File: src/rtl/seq_divider.sv
// seq_divider: multi-cycle restoring integer divider, signed or unsigned per
// request. Retires BITS_PER_CYCLE quotient bits per CALC cycle, then applies
// sign correction in a single FIX cycle and pulses done.
module seq_divider #(
    parameter int WIDTH          = 32,
    parameter int BITS_PER_CYCLE = 1
) (
    input  logic             Clock,
    input  logic             Clear,
    input  logic             start,
    input  logic             signed_op,
    input  logic [WIDTH-1:0] dividend,
    input  logic [WIDTH-1:0] divisor,
    output logic             busy,
    output logic             done,
    output logic [WIDTH-1:0] quotient,
    output logic [WIDTH-1:0] remainder,
    output logic             div_by_zero
);

    localparam int N     = WIDTH / BITS_PER_CYCLE;
    localparam int CNT_W = $clog2(N + 1);

    generate
        if (!(BITS_PER_CYCLE == 1 || BITS_PER_CYCLE == 2 || BITS_PER_CYCLE == 4) ||
            (WIDTH % BITS_PER_CYCLE) != 0 || WIDTH < 4 || (WIDTH % 2) != 0) begin : g_bad_params
            $error("seq_divider: illegal WIDTH/BITS_PER_CYCLE combination");
        end
    endgenerate

    typedef enum logic [1:0] {
        S_IDLE = 2'd0,
        S_CALC = 2'd1,
        S_FIX  = 2'd2
    } state_t;

    state_t           r_state;
    state_t           w_state_nxt;
    logic [CNT_W-1:0] r_cnt;
    logic [WIDTH:0]   r_rem;        // partial remainder, one guard bit for the shift
    logic [WIDTH:0]   w_rem_nxt;
    logic [WIDTH-1:0] r_quo;        // dividend magnitude shifting out, quotient shifting in
    logic [WIDTH-1:0] w_quo_nxt;
    logic [WIDTH-1:0] r_dvs;        // divisor magnitude
    logic [WIDTH-1:0] r_dvd_raw;    // untouched dividend, returned as remainder on /0
    logic             r_neg_q;
    logic             r_neg_r;
    logic             r_zero;

    // Two's-complement negate when en is set.
    function automatic logic [WIDTH-1:0] neg_if(input logic [WIDTH-1:0] x, input logic en);
        return en ? (~x + 1'b1) : x;
    endfunction

    // Magnitude of x, taking abs only for signed requests.
    function automatic logic [WIDTH-1:0] mag(input logic [WIDTH-1:0] x, input logic is_signed);
        return neg_if(x, is_signed & x[WIDTH-1]);
    endfunction

    assign busy = (r_state != S_IDLE);

    // State register.
    always_ff @(posedge Clock or posedge Clear) begin
        if (Clear) r_state <= S_IDLE;
        else       r_state <= w_state_nxt;
    end

    // Next-state logic; a zero divisor bypasses the iteration entirely.
    always_comb begin
        w_state_nxt = r_state;
        case (r_state)
            S_IDLE:  if (start) w_state_nxt = (divisor == '0) ? S_FIX : S_CALC;
            S_CALC:  if (r_cnt == CNT_W'(1)) w_state_nxt = S_FIX;
            S_FIX:   w_state_nxt = S_IDLE;
            default: w_state_nxt = S_IDLE;
        endcase
    end

    // BITS_PER_CYCLE restoring shift/compare/subtract steps, MSB first.
    always_comb begin
        w_rem_nxt = r_rem;
        w_quo_nxt = r_quo;
        for (int i = 0; i < BITS_PER_CYCLE; i++) begin
            w_rem_nxt = {w_rem_nxt[WIDTH-1:0], w_quo_nxt[WIDTH-1]};
            w_quo_nxt = {w_quo_nxt[WIDTH-2:0], 1'b0};
            if (w_rem_nxt >= {1'b0, r_dvs}) begin
                w_rem_nxt    = w_rem_nxt - {1'b0, r_dvs};
                w_quo_nxt[0] = 1'b1;
            end
        end
    end

    // Operand capture, iteration registers and result/flag outputs.
    always_ff @(posedge Clock or posedge Clear) begin
        if (Clear) begin
            r_cnt       <= '0;
            r_rem       <= '0;
            r_quo       <= '0;
            r_dvs       <= '0;
            r_dvd_raw   <= '0;
            r_neg_q     <= 1'b0;
            r_neg_r     <= 1'b0;
            r_zero      <= 1'b0;
            done        <= 1'b0;
            quotient    <= '0;
            remainder   <= '0;
            div_by_zero <= 1'b0;
        end else begin
            done <= 1'b0;
            case (r_state)
                S_IDLE: begin
                    if (start) begin
                        r_dvs       <= mag(divisor, signed_op);
                        r_quo       <= mag(dividend, signed_op);
                        r_rem       <= '0;
                        r_cnt       <= CNT_W'(N);
                        r_neg_q     <= signed_op & (dividend[WIDTH-1] ^ divisor[WIDTH-1]);
                        r_neg_r     <= signed_op & dividend[WIDTH-1];
                        r_zero      <= (divisor == '0);
                        r_dvd_raw   <= dividend;
                        div_by_zero <= 1'b0;
                    end
                end
                S_CALC: begin
                    r_rem <= w_rem_nxt;
                    r_quo <= w_quo_nxt;
                    r_cnt <= r_cnt - 1'b1;
                end
                S_FIX: begin
                    done        <= 1'b1;
                    div_by_zero <= r_zero;
                    if (r_zero) begin
                        quotient  <= '1;
                        remainder <= r_dvd_raw;
                    end else begin
                        // MIN / -1 lands on MIN naturally: |MIN| / 1 with no negation.
                        quotient  <= neg_if(r_quo, r_neg_q);
                        remainder <= neg_if(r_rem[WIDTH-1:0], r_neg_r);
                    end
                end
                default: ;
            endcase
        end
    end

endmodule

File: config.mk
export PLATFORM = sky130hd
export DESIGN_NAME = seq_divider
export DESIGN_NICKNAME = d
export VERILOG_FILES = /design/src/rtl/seq_divider.sv
export SDC_FILE = /design/constraint.sdc
export NUM_CORES = 1
export LEC_CHECK = 0
export ABC_CLOCK_PERIOD_IN_PS = 8500
export BUFFER_PORTS_ARGS = -buffer_cell sky130_fd_sc_hd__buf_2
export CAP_MARGIN = 20
export CORE_MARGIN = 4
export CORE_UTILIZATION = 62
export CTS_BUF_LIST = sky130_fd_sc_hd__clkbuf_4 sky130_fd_sc_hd__clkbuf_8
export DETAILED_ROUTE_END_ITERATION = 10
export GPL_TIMING_DRIVEN = 0
export PLACE_DENSITY = 0.87
export SLEW_MARGIN = 5
export SYNTH_ARGS = -nofsm -noshare
export SYNTH_HDL_FRONTEND = slang
export SYNTH_SLANG_ARGS = --single-unit
File: constraint.sdc
create_clock -name Clock -period 8.5 [get_ports Clock]
set_clock_uncertainty 0.2 [all_clocks]
set_input_delay 0.425 -clock Clock [delete_from_list [all_inputs] [get_ports Clock]]
set_output_delay 0.425 -clock Clock [all_outputs]
set_load 0.01 [all_outputs]
# Yosys cells after proc, flatten, opt, wreduce, memory -nomap -nowiden

Cells that the tools add are included.

Bits in registers: 205
Input bits: 68
Output and inout port bits: 67
Word-level logic and storage cells: 63

Add/subtract/negate cells: 6
Magnitude comparators: 1
Equality and inequality tests: 5
Multiplexer cells: 21
Bitwise logic cells: 8
Reductions and logical operators: 9

Operators with widths:

| cell                                                                  | number |
|---|---|
| 32-bit 2-to-1 mux                                                     | 9 |
| 32-bit by 1-bit adder with 32-bit output, second input constant       | 4 |
| 32-bit inverter                                                       | 4 |
| 32-bit case mux with 2 select lines                                   | 2 |
| 33-bit by 32-bit >= comparator with 1-bit output                      | 1 |
| 32-bit logical NOT                                                    | 1 |
| 32-bit subtractor                                                     | 1 |
| 6-bit case mux with 2 select lines                                    | 1 |
| 2-bit AND reduction                                                   | 4 |
| 6-bit by 1-bit equality test with 1-bit output, second input constant | 1 |
| 2-bit 2-to-1 mux                                                      | 3 |
| 6-bit 2-to-1 mux                                                      | 1 |
| 2-bit nonzero test                                                    | 3 |
| 6-bit by 1-bit subtractor with 6-bit output, second input constant    | 1 |
| 2-bit inequality test, second input constant                          | 2 |
| 2-bit case mux with 2 select lines                                    | 1 |
| 1-bit bitwise AND                                                     | 3 |
| 1-bit 2-to-1 mux                                                      | 3 |
| 2-bit by 1-bit equality test with 1-bit output, second input constant | 1 |
| 2-bit equality test, second input constant                            | 1 |
| 2-bit logical NOT                                                     | 1 |
| 1-bit case mux with 2 select lines                                    | 1 |
| 1-bit bitwise XOR                                                     | 1 |

# Longest topological paths before layout

Word-level depth: 5
Depth in mapped cells: 13
Depth with buffers taken out: 13

# Worst setup path after synthesis

OpenSTA, ideal clock, no wires.

Kind: register -> register
Start: register r_rem[5]
End: register r_rem[31]
Library setup time: 0.133 ns
Data arrival time: 2.447 ns
Required time: 8.167 ns
Path slack: 5.720 ns
Cell stages (with the launch flop): 11
Path buffers: 1
Period minus slack after synthesis: 2.780 ns
Cells stage by stage: dfrtp_1 > ha_1 > clkbuf_1 > a211oi_1 > nand3_1 > a31oi_1 > o31ai_1 > a2111o_1 > a21oi_1 > xor2_1 > o31ai_1

Cells in the longest elaborated chain, start to end: 3
Elaborated cells between the ends (all ways): 4
Those cells by class: add/sub: 1; order compare: 1; mux: 2

Ends and longest elaborated chain:

| what                                                                                         | line   | text |
|---|---|---|
| start, declared                                                                              | 40     | `logic [WIDTH:0] r_rem;` |
| start signal, assigned                                                                       | 125    | `r_rem <= w_rem_nxt;` |
| 32-bit subtractor / 33-bit by 32-bit >= comparator with 1-bit output (equally long branches) | 87, 86 |  |
| 32-bit 2-to-1 mux (*)                                                                        | 86     | `if (w_rem_nxt >= {1'b0, r_dvs}) begin` |
| 32-bit case mux with 2 select lines (*)                                                      | 110    | `case (r_state)` |

Every way passes the cells marked *; elsewhere a longest branch is shown, timed or not.
A chain may end at the register's enable or synchronous reset.

# Worst setup path in the final report

Start: register r_quo[31]
End: register r_rem[28]

Cells in the longest elaborated chain, start to end: 3
Elaborated cells between the ends (all ways): 4
Those cells by class: add/sub: 1; order compare: 1; mux: 2

Ends and longest elaborated chain:

| what                                                                                         | line   | text |
|---|---|---|
| start, declared                                                                              | 42     | `logic [WIDTH-1:0] r_quo;` |
| start signal, assigned                                                                       | 114    | `r_quo <= mag(dividend, signed_op);` |
| start signal, assigned                                                                       | 126    | `r_quo <= w_quo_nxt;` |
| 32-bit subtractor / 33-bit by 32-bit >= comparator with 1-bit output (equally long branches) | 87, 86 |  |
| 32-bit 2-to-1 mux (*)                                                                        | 86     |  |
| 32-bit case mux with 2 select lines (*)                                                      | 110    |  |

Marked as above.

==> results_dict.tcl <==
set metrics [dict create \
    syn-instance-count 1501 \
    max_freq_mhz 293 \
    row_count 52 \
    synth_area_um2 12700 \
    cp-start-kind "flip-flop" \
    mostFrequentLayoutCell "nand2_1" \
    min_period_ps 3420 \
    path_cells "inv_1 -> ha_1 -> inv_1 -> fa_1 -> a21o_1 -> nand4_1 -> nand3_1 -> a21oi_1 -> o21ai_0 -> a211oi_1 -> xnor2_1 -> mux2i_1 -> o21ai_1" \
    clkPwrFrac 0.167 \
    synth-seq-cells 205 \
    synth_flop_cell "dfrtp_1" \
    worst_ep_arrival_time_ps 3600 \
    gp_congestion 0.939 \
    grt_pass1_vias 12000 \
    combPwrFrac 0.544 \
    ys_types 75 \
    fin_nets 1813 \
    grt_pass1_wl_mm 59.8 \
    slowest_delay_ps 520 \
    slew_viol_final 0 \
    async_reset_ff_frac 1.00 \
    synth_top_area_share 0.404 \
    synth-edff-count 0 \
    start_util 0.629 \
    cts.sinks 205 \
    antenna_found_initial 1 \
    clkLatencyLatePin_ps 540 \
    p_sw_frac 0.464 \
    core-area_um2 20200 \
    period_share 0.402 \
    criticalPathCategory "reg2reg" \
    routed-via-count 12100 \
    layout_common_cells "nand2_1, dfrtp_1, o21ai_0" \
    grt_max_degree 105 \
    internal_power_mw 3.51 \
    io_buffers 134 \
    rsz0062_at_grt "false" \
    syn-num-nets 1608 \
    drtIter0Drc 994 \
    p_sw_mw 3.03 \
    area_growth_syn_to_layout_pct 17.6 \
    busiest_layer "met2" \
    dieArea_um2 22800 \
    synth_area_leaders "dfrtp_1, nand2_1, o21ai_0, xor2_1, a21oi_1" \
    wl_per_cell_um 18.7 \
    end_kind "flip-flop" \
    wl_mm 37.4 \
    path_common_cell "inv_1" \
    grt_use_met3 0.0598 \
    dieHeight_um 151 \
    power.total_mw 6.54 \
    multi_input_area_um2 7000 \
    post_cts_resize_count 0 \
    crit_fanout 4 \
    maxCapViolCount 0 \
    p_leak_nw 6.79 \
    status "finished, final reports clean" \
    grtUsageMet1 0.390 \
    hold_path_class "in2reg" \
    dr.pass1.iters 6 \
    viasPerCell 6.02 \
    tns_ps 0 \
    avgSynthCellArea_um2 8.45 \
    boundaryPins 135 \
    cts_max_level 2 \
    crit_required_ps 8690 \
    clk_pin_slew_worst_paths_ps 70 \
    cts_buffer_depth 3 \
    p_per_area_nw_per_um2 439 \
    nFillCells 1451 \
    track_usage 0.330 \
    fp.dieW_um 151 \
    regArea_um2 5130 \
    clockRootBuffer "clkbuf_8" \
    yosysSeqAreaShare 0.404 \
    hold_violations 0 \
    cts_tree "yes" \
    drive_above_1_share 0.135 \
    drc 0 \
    drtAntennaViolNets 0 \
    relSlewSlack 0.394 \
    report.final.setup_viol 0 \
    yosysWarnings 0 \
    numCtsBuffers 36 \
    worst_slew_pin_slew_ps 902 \
    dp_hpwl_mm 26.5 \
    pwr-share-seq 0.289 \
    yosys.area.top_type "dfrtp_1" \
    met2_usage 0.568 \
    grt_overflow 0 \
    slowest_stage "dfrtp_1" \
    peakVddDrop_v 0.000184 \
]
-- cells in the mapped netlist, drive strengths merged, types with 7 or more instances --
| master | instances |
|---|---|
| nand2 | 226 |
| dfrtp | 205 |
| o21ai | 179 |
| a21oi | 138 |
| nor2 | 126 |
| xor2 | 81 |
| clkbuf | 67 |
| xnor2 | 65 |
| inv | 56 |
| nand3 | 40 |
| ha | 38 |
| a22oi | 29 |
| o31ai | 23 |
| mux2i | 20 |
| nor3 | 19 |
| buf | 18 |
| nor4 | 16 |
| o41ai | 16 |
| a21o | 11 |
| or3 | 11 |
| or4 | 11 |
| nand2b | 9 |
| nand4 | 9 |
| a31oi | 8 |
| nand3b | 8 |
| nor2b | 8 |
| and2 | 7 |
| o21bai | 7 |
-- power groups by stage --
stage,combinational (mW),clock (mW),sequential [mW]
2_1_floorplan,2.62,0,1.78
4_1_cts,3.50,1.09,1.86
5_1_grt,4.00,1.14,1.94
6_report,3.56,1.09,1.89
3_3_place_gp,3.37,0,1.85
3_5_place_dp,3.46,0,1.87
-- cell type report --
| class | instances | share of cell area |
|---|---|---|
| inverters | 57 | 0.0149 |
| plain buffers | 85 | 0.0229 |
| repair buffers | 167 | 0.0683 |
| well taps | 270 | 0.0227 |
| clock buffers | 47 | 0.0413 |
| clock inverters | 17 | 0.0164 |
| flip-flops and latches | 205 | 0.344 |
| multi-input cells | 1154 | 0.469 |
| diodes | 1 | 0.000168 |
-- logic make-up (layout without fill, tap and decap cells) --
logic type	after synthesis	after routing	share of synthesized area
other cells	0	1	0
compound gates	443	443	0.208
flops	205	205	0.404
buf+inv	142	373	0.0438
xor+xnor	146	146	0.101
mux	20	20	0.0158
fa+ha+maj	39	39	0.0391
simple gates	506	506	0.188
-- flip-flops by register name, summed over array words and instances, names as in the netlist --
signal and count:
quotient 32, r_dvd_raw 32, r_dvs 32, r_quo 32, r_rem 32, remainder 32
r_cnt 6, r_state 2, div_by_zero 1, done 1, r_neg_q 1, r_neg_r 1
r_zero 1
-- metal layers --
metal | routed length, µm | vias to the layer above
met5 | 0 | -
met4 | 1860 | 0
met3 | 2790 | 130
met2 | 18400 | 590
met1 | 14300 | 5669
li1 | - | 5677
-- critical path, delay by kind of cell, from the launching register on --
family	cells	cell delay [ps]
multiplexers	1	140
adder cells (fa/ha/maj)	2	570
AND/OR/NAND/NOR	2	290
buffers and inverters	2	170
XOR/XNOR	1	100
flip-flops	1	520
AO/OA/AOI/OAI	5	1260
-- worst paths after layout --
| check | from | slack [ps] | to | depth (start not counted) |
|---|---|---|---|---|
| worst max-delay path | r_quo[31]$_DFFE_PP0P_ | 5080 | r_rem[28]$_DFFE_PP0P_ | 13 |
| worst min-delay path | divisor[20] | 20 | r_dvs[20]$_DFFE_PP0P_ | 3 |
| worst max register to register | r_quo[31]$_DFFE_PP0P_ | 5080 | r_rem[28]$_DFFE_PP0P_ | 13 |
| worst min register to register | r_dvs[23]$_DFFE_PP0P_ | 280 | r_dvs[23]$_DFFE_PP0P_ | 2 |
| max in group asynchronous | Clear | 6750 | r_rem[13]$_DFFE_PP0P_ | 4 |
| min in group asynchronous | Clear | 380 | r_quo[5]$_DFFE_PP0P_ | 3 |
-- through the flow --
stage | instances | worst slack (ps) | area (µm²) | hold slack (ps) | utilization
after floorplan | 1501 | 2280 | 12700 | 245 | -
after global placement | 1905 | 383 | 13700 | 258 | 0.679
after detailed placement | 1906 | 5150 | 13700 | 263 | 0.681
after CTS | 2002 | 5130 | 14900 | 4.29 | 0.739
after global routing | 2003 | 4940 | 14900 | 13.9 | 0.739
final | 2003 | 5080 | 14900 | 24.2 | 0.739
-- what timing repair did --
action | 4_1_cts | 5_1_grt
hold endpoints to repair | 134 | 0
hold buffers | 32 | 0
buffers inserted | 0 | 0
setup endpoints to repair | 0 | 0
No activity file was read; power rests on OpenSTA's default activity.
